<file path="src/rtl/div_sequencer_if.sv">
// Handshake bundle between the execute stage and the divide sequencer.
// master = execute stage (request side), slave = div_sequencer.
interface div_sequencer_if #(
   parameter int WIDTH = 32
);
   logic               start_i;
   logic               signed_i;
   logic [WIDTH-1:0]   opdata1_i;
   logic [WIDTH-1:0]   opdata2_i;
   logic               annul_i;
   logic [2*WIDTH-1:0] result_o;
   logic               ready_o;
   logic               stall_req_o;

   modport master (
      output start_i, signed_i, opdata1_i, opdata2_i, annul_i,
      input  result_o, ready_o, stall_req_o
   );

   modport slave (
      input  start_i, signed_i, opdata1_i, opdata2_i, annul_i,
      output result_o, ready_o, stall_req_o
   );
endinterface

</file>
<file path="src/rtl/div_sequencer.sv">
// Radix-2 restoring DIV/DIVU sequencer; result is {HI,LO} = {rem, quot}.
// Ports: clk, rst (sync, active-high), div (slave side of div_sequencer_if).
module div_sequencer #(
   parameter int WIDTH = 32
) (
   input logic           clk,
   input logic           rst,
   div_sequencer_if.slave div
);
   localparam int CW = $clog2(WIDTH) + 1;

   typedef enum logic [1:0] {
      S_IDLE,
      S_DIVZERO,
      S_BUSY,
      S_DONE
   } state_e;

   state_e             state_q, state_d;
   logic [CW-1:0]      cnt_q, cnt_d;
   logic [WIDTH-1:0]   rem_q, rem_d;
   logic [WIDTH-1:0]   quot_q, quot_d;
   logic [WIDTH-1:0]   dvsr_q, dvsr_d;
   logic               negq_q, negq_d;
   logic               negr_q, negr_d;
   logic [2*WIDTH-1:0] result_q, result_d;
   logic               ready_q, ready_d;

   logic [WIDTH:0]     trial;
   logic [WIDTH-1:0]   rem_nx, quot_nx;
   logic [WIDTH-1:0]   abs_a, abs_b;
   logic               neg_a, neg_b, abort;

   assign neg_a = div.signed_i & div.opdata1_i[WIDTH-1];
   assign neg_b = div.signed_i & div.opdata2_i[WIDTH-1];
   assign abs_a = neg_a ? -div.opdata1_i : div.opdata1_i;
   assign abs_b = neg_b ? -div.opdata2_i : div.opdata2_i;
   assign abort = div.annul_i | ~div.start_i;

   // The shifted remainder can reach WIDTH+1 bits, so the trial
   // subtract is done one bit wider; its MSB is the borrow.
   assign trial   = {rem_q, quot_q[WIDTH-1]} - {1'b0, dvsr_q};
   assign rem_nx  = trial[WIDTH] ? {rem_q[WIDTH-2:0], quot_q[WIDTH-1]}
                                 : trial[WIDTH-1:0];
   assign quot_nx = {quot_q[WIDTH-2:0], ~trial[WIDTH]};

   always_comb begin
      state_d  = state_q;
      cnt_d    = cnt_q;
      rem_d    = rem_q;
      quot_d   = quot_q;
      dvsr_d   = dvsr_q;
      negq_d   = negq_q;
      negr_d   = negr_q;
      result_d = result_q;
      ready_d  = ready_q;
      unique case (state_q)
         S_IDLE: begin
            if (div.start_i && !div.annul_i) begin
               quot_d  = abs_a;
               dvsr_d  = abs_b;
               rem_d   = '0;
               cnt_d   = '0;
               negq_d  = neg_a ^ neg_b;
               negr_d  = neg_a;
               state_d = (abs_b == '0) ? S_DIVZERO : S_BUSY;
            end
         end
         S_DIVZERO: begin
            if (abort) begin
               state_d = S_IDLE;
            end else begin
               state_d  = S_DONE;
               result_d = '0;
               ready_d  = 1'b1;
            end
         end
         S_BUSY: begin
            if (abort) begin
               state_d = S_IDLE;
            end else begin
               rem_d  = rem_nx;
               quot_d = quot_nx;
               cnt_d  = cnt_q + 1'b1;
               if (cnt_q == CW'(WIDTH - 1)) begin
                  state_d  = S_DONE;
                  ready_d  = 1'b1;
                  result_d = {negr_q ? -rem_nx : rem_nx,
                              negq_q ? -quot_nx : quot_nx};
               end
            end
         end
         S_DONE: begin
            if (abort) begin
               state_d  = S_IDLE;
               ready_d  = 1'b0;
               result_d = '0;
            end
         end
         default: state_d = S_IDLE;
      endcase
   end

   always_ff @(posedge clk) begin
      if (rst) begin
         state_q  <= S_IDLE;
         cnt_q    <= '0;
         rem_q    <= '0;
         quot_q   <= '0;
         dvsr_q   <= '0;
         negq_q   <= 1'b0;
         negr_q   <= 1'b0;
         result_q <= '0;
         ready_q  <= 1'b0;
      end else begin
         state_q  <= state_d;
         cnt_q    <= cnt_d;
         rem_q    <= rem_d;
         quot_q   <= quot_d;
         dvsr_q   <= dvsr_d;
         negq_q   <= negq_d;
         negr_q   <= negr_d;
         result_q <= result_d;
         ready_q  <= ready_d;
      end
   end

   assign div.result_o    = result_q;
   assign div.ready_o     = ready_q;
   assign div.stall_req_o = div.start_i & ~ready_q & ~div.annul_i;
endmodule

</file>
<file path="src/flat_wrapper.sv">
// flat-port wrapper written by rule: the top's interface ports become plain ports
module div_sequencer_flat 
#(
   parameter int WIDTH = 32
)
  (clk, rst, div_start_i, div_signed_i, div_opdata1_i, div_opdata2_i, div_annul_i, div_result_o, div_ready_o, div_stall_req_o);
  div_sequencer_if #(.WIDTH(WIDTH)) div_i ();
  input logic clk;
  input logic rst;
  input wire logic [$bits(div_i.start_i)-1:0] div_start_i;
  input wire logic [$bits(div_i.signed_i)-1:0] div_signed_i;
  input wire logic [$bits(div_i.opdata1_i)-1:0] div_opdata1_i;
  input wire logic [$bits(div_i.opdata2_i)-1:0] div_opdata2_i;
  input wire logic [$bits(div_i.annul_i)-1:0] div_annul_i;
  output wire logic [$bits(div_i.result_o)-1:0] div_result_o;
  output wire logic [$bits(div_i.ready_o)-1:0] div_ready_o;
  output wire logic [$bits(div_i.stall_req_o)-1:0] div_stall_req_o;
  assign div_i.start_i = div_start_i;
  assign div_i.signed_i = div_signed_i;
  assign div_i.opdata1_i = div_opdata1_i;
  assign div_i.opdata2_i = div_opdata2_i;
  assign div_i.annul_i = div_annul_i;
  assign div_result_o = div_i.result_o;
  assign div_ready_o = div_i.ready_o;
  assign div_stall_req_o = div_i.stall_req_o;
  div_sequencer #(.WIDTH(WIDTH)) u_core (.clk(clk), .rst(rst), .div(div_i));
endmodule
</file>
<file path="config.mk">
export PLATFORM = sky130hd
export DESIGN_NAME = div_sequencer_flat
export DESIGN_NICKNAME = d
export VERILOG_FILES = /design/src/rtl/div_sequencer_if.sv /design/src/rtl/div_sequencer.sv /design/src/flat_wrapper.sv
export SDC_FILE = /design/constraint.sdc
export NUM_CORES = 1
export LEC_CHECK = 0
export BUFFER_PORTS_ARGS = -buffer_cell sky130_fd_sc_hd__buf_4
export CAP_MARGIN = 20
export CELL_PAD_IN_SITES_DETAIL_PLACEMENT = 0
export CELL_PAD_IN_SITES_GLOBAL_PLACEMENT = 1
export CORE_ASPECT_RATIO = 0.5
export CORE_MARGIN = 5
export CORE_UTILIZATION = 38
export DETAILED_ROUTE_END_ITERATION = 12
export GPL_TIMING_DRIVEN = 0
export PLACE_DENSITY_LB_ADDON = 0.1
export SYNTH_ARGS = -nofsm -noshare
export SYNTH_HDL_FRONTEND = slang
export SYNTH_SLANG_ARGS = --single-unit
</file>
<file path="constraint.sdc">
create_clock -name clk -period 7 [get_ports clk]
set_input_delay 0.7 -clock clk [delete_from_list [all_inputs] [get_ports clk]]
set_output_delay 0.7 -clock clk [all_outputs]
set_load 0.02 [all_outputs]
</file>
==> flow_summary_export.csv <==
group,metric,value,unit
global_route,grt_first_pass_wirelength,65.90,mm
synthesis,yosysTopAreaCellShare,0.2955,
routing,drc_errors,0,
sta,rsz0062_at_grt,"no",
routing,avgViaCountPerCell,5.746,
placed_design,port_buffers,131,
setup_path,r2r_end,"u_core.div.result_o[54]$_SDFFE_PP0P_",
synthesis,yosysSeqAreaShare,0.2955,
routing,detail-route-antenna-nets,0,
synthesis,synth-edff-count,0,
routing,drt_first_iter_violations,1237,
synthesis,synth-main-ff-cell,"dfxtp_1",
synthesis,synth_area,11580,um2
synthesis,synth.net_count,1638,
routing,firstDrtPassIters,6,
die,row_count,45,
run_status,status,"completed",
global_route,grt_pass1_vias,11390,
setup_path,cp.required,7.34,ns
layout,drive_gt1_frac,0.1191,
clock_tree,root_buffer,"clkbuf_16",
layout,final_util,0.4526,
routing,wire_per_inst,20.39,um
synthesis,synthArstFlopShare,0,
die,die_w,256.9,um
sta,max_freq,156.9,MHz
setup_path,r2r_cells,23,
clock_tree,cts_max_path_buffers,2,
sta,fin_crit,6.372,ns
sta,report.final.slew_viol_count,0,
clock_tree,cts_resized,0,
global_route,grt.overflow.total,0,
clock_tree,cts_tree,"done",
synthesis,netlist_instances,1527,
synthesis,yosys_warnings,0,
power,power_density,197.8,nW/um2
clock_tree,cts_sinks,171,
sta,finalSetupViolations,0,
setup_path,startpoint_type,"flip-flop",
clock_tree,numCtsBuffers,17,
die,core,30180,um2
power,p_leak,5.301,nW
die,chipHeight,133.5,um
setup_path,worstSetupEndpoint,"u_core.div.result_o[54]$_SDFFE_PP0P_",
synthesis,synth_cell_types,76,
routing,routed_wl,42.53,mm
synthesis,ys_top_cells_by_area,"dfxtp_1 30%, nor2_1 6.4%, nand2_1 5.9%",
sta,max_slew.worst_pin.slew,1.004,ns
setup_path,r2r_start,"u_core.dvsr_q[0]$_SDFFE_PP0P_",
clock_tree,path_clk_slew,0.08,ns
sta,relSlewSlack,0.3307,
global_route,grt_util_all_layers,0.2431,
clock_tree,clk_latency,0.46,ns
sta,fin_crit_sh,0.9103,
synthesis,synth_top_area_cell,"dfxtp_1",
power,max-vdd-ir-drop,138.5,uV
setup_path,crit_type,"reg -> reg",
synthesis,ys_ff_latch,171,
placed_design,placed_area,13070,um2
global_route,grt_max_degree,19,
global_route,antenna_found_initial,0,
setup_path,critPathCaptureType,"flip-flop",
clock_tree,cts_hold_buf,0,
clock_tree,htree_levels,4,
layout,syn2layout_area_growth,17.92,%
setup_path,startpoint,"u_core.dvsr_q[0]$_SDFFE_PP0P_",
placed_design,hpwl,34.60,mm
die,die-area,34290,um2
placed_design,dp_slack,0.2535,ns
synthesis,avgSynthCellArea,7.586,um2
sta,fin_skew,0.01181,ns
sta,setup_slack,0.6281,ns
setup_path,worstPathMaxFanout,19,
sta,worst_hold_slack,0.4546,ns
setup_path,arrival,6.71,ns
sta,tns,0,ns
die,start_util,0.3838,
die,pin_count,135,
min_path,hold_path_class,"reg -> reg",
routing,via_count,11990,
sta,hold_violations,0,
clock_tree,post_cts_buffers,0,
layout,nets,1786,
layout,fin_area,13660,um2
placed_design,gp_congestion,0.9185,
layout,antennaDiodeCount,0,
run,drv_cap,0,
setup_path,reg2reg_slack,0.63,ns
## cell type report
| type | instances | area, um2 |
|---|---|---|
| timing repair buffer | 131 | 983.4 |
| clock buffer | 17 | 425.4 |
| tap | 399 | 499.2 |
| multi-input combinational | 1205 | 7575 |
| buffer | 90 | 360.3 |
| inverter | 59 | 221.5 |
| clock inverter | 14 | 171.4 |
| sequential | 171 | 3423 |
| fill | 3130 | 16520 |
## critical path, stage by stage (launching register included)
cell      delay (ns)
dfxtp_1         0.39
ha_1            0.21
inv_1           0.06
fa_1            0.42
a211oi_2        0.31
o31a_4          0.22
a21oi_4         0.09
o211a_1         0.29
or3_4           0.44
and2_4          0.18
buf_6           0.17
inv_1           0.27
buf_2           0.32
buf_2           0.45
o21ai_0         0.25
inv_1           0.10
ha_1            0.25
nand3b_1        0.12
or3_1           0.35
nor4_1          0.40
o21ai_0         0.31
o31ai_1         0.33
xor2_1          0.20
o21ai_0         0.09
## layout by cell type (no fill, tap or decap), types with 7 or more instances in the layout
cell type    n
a211oi_1    34
or3_1       19
ha_1        41
dfxtp_1    171
nand4_1     12
mux2_2       8
o21ai_0     94
nand3_1     28
or4_1       14
and2_1      14
nor3_1      31
a311oi_1     7
a22oi_1     54
a31oi_1     10
inv_1       59
a21oi_1     87
nand2_1    181
nor4b_1      7
nor2_1     196
or2_2        9
clkbuf_16   17
clkbuf_1    76
xor2_1      61
a21o_1      11
and4_1       7
a222oi_1    30
buf_4      131
nor4_1      26
mux2i_1     12
xnor2_1     75
o41ai_1      8
o31ai_1     27
## flip-flops by register name (all words and copies together) (netlist names)
signal / cells
u_core.state_q: 2
u_core.negq_q: 1
u_core.div.ready_o: 1
u_core.dvsr_q: 32
u_core.quot_q: 32
u_core.cnt_q: 6
u_core.div.result_o: 64
u_core.negr_q: 1
u_core.rem_q: 32
## layer usage
layer / up-vias / track usage / routed length, um
met5: - / 0 / 0
met4: 0 / 0.05777 / 636
met3: 44 / 0.04337 / 2297
met2: 337 / 0.3770 / 18650
met1: 5742 / 0.3523 / 20950
li1: 5863 / - / -
## kinds of logic after synthesis
group           count (synthesis)  synth area share
simple gates                  579            0.2336
compound gates                428            0.2530
flops                         171            0.2955
buf+inv                       151           0.05088
xor+xnor                      136            0.1028
fa+ha+maj                      42           0.04601
mux                            20           0.01815
## worst min-delay path by stage
stage / start / to / slack [ns] / cells after the start
after global routing: u_core.div.result_o[43]$_SDFFE_PP0P_ / u_core.div.result_o[43]$_SDFFE_PP0P_ / 0.48 / 2
after floorplan: u_core.dvsr_q[28]$_SDFFE_PP0P_ / u_core.dvsr_q[28]$_SDFFE_PP0P_ / 0.44 / 2
after global placement: u_core.div.result_o[31]$_SDFFE_PP0P_ / u_core.div.result_o[31]$_SDFFE_PP0P_ / 0.44 / 2
after detailed placement: u_core.div.result_o[61]$_SDFFE_PP0P_ / u_core.div.result_o[61]$_SDFFE_PP0P_ / 0.44 / 2
after CTS: u_core.div.result_o[61]$_SDFFE_PP0P_ / u_core.div.result_o[61]$_SDFFE_PP0P_ / 0.46 / 2
final: u_core.div.result_o[61]$_SDFFE_PP0P_ / u_core.div.result_o[61]$_SDFFE_PP0P_ / 0.45 / 2
## synth_stat cells (5+ instances only)
cell	instances
dfxtp_1	171
o31ai_1	27
or2_2	9
or4_1	14
a211oi_1	34
and2_1	14
a311oi_1	7
o41ai_1	8
nor3_1	31
inv_1	59
or3_1	19
and4_1	7
nor4b_1	7
nand2_1	181
nand4_1	12
xor2_1	61
nand3_1	28
mux2_2	8
buf_2	6
o211ai_1	5
a22oi_1	54
buf_1	7
nand2b_1	5
a31oi_1	10
ha_1	41
clkbuf_1	77
a21oi_1	87
xnor2_1	75
nor3b_1	5
nor2_1	196
nand3b_1	5
mux2i_1	12
o21ai_1	5
a222oi_1	30
a21o_1	11
and3_1	6
o21ai_0	94
nor4_1	26
## stage by stage
| stage | cells | total power [mW] |
|---|---|---|
| finish | 2086 | 2.701 |
| global placement | 2057 | 1.716 |
| CTS | 2088 | 2.713 |
| floorplan | 1527 | 1.498 |
| detailed placement | 2057 | 1.722 |
| global route | 2086 | 2.829 |
## report_power, final
group          switching [mW]  internal (mW)  leakage, nW
logic                   0.437          0.240         3.63
clock network           0.484          0.509        0.285
registers              0.0293           1.00         1.39
(Power assumes the default switching activity.)
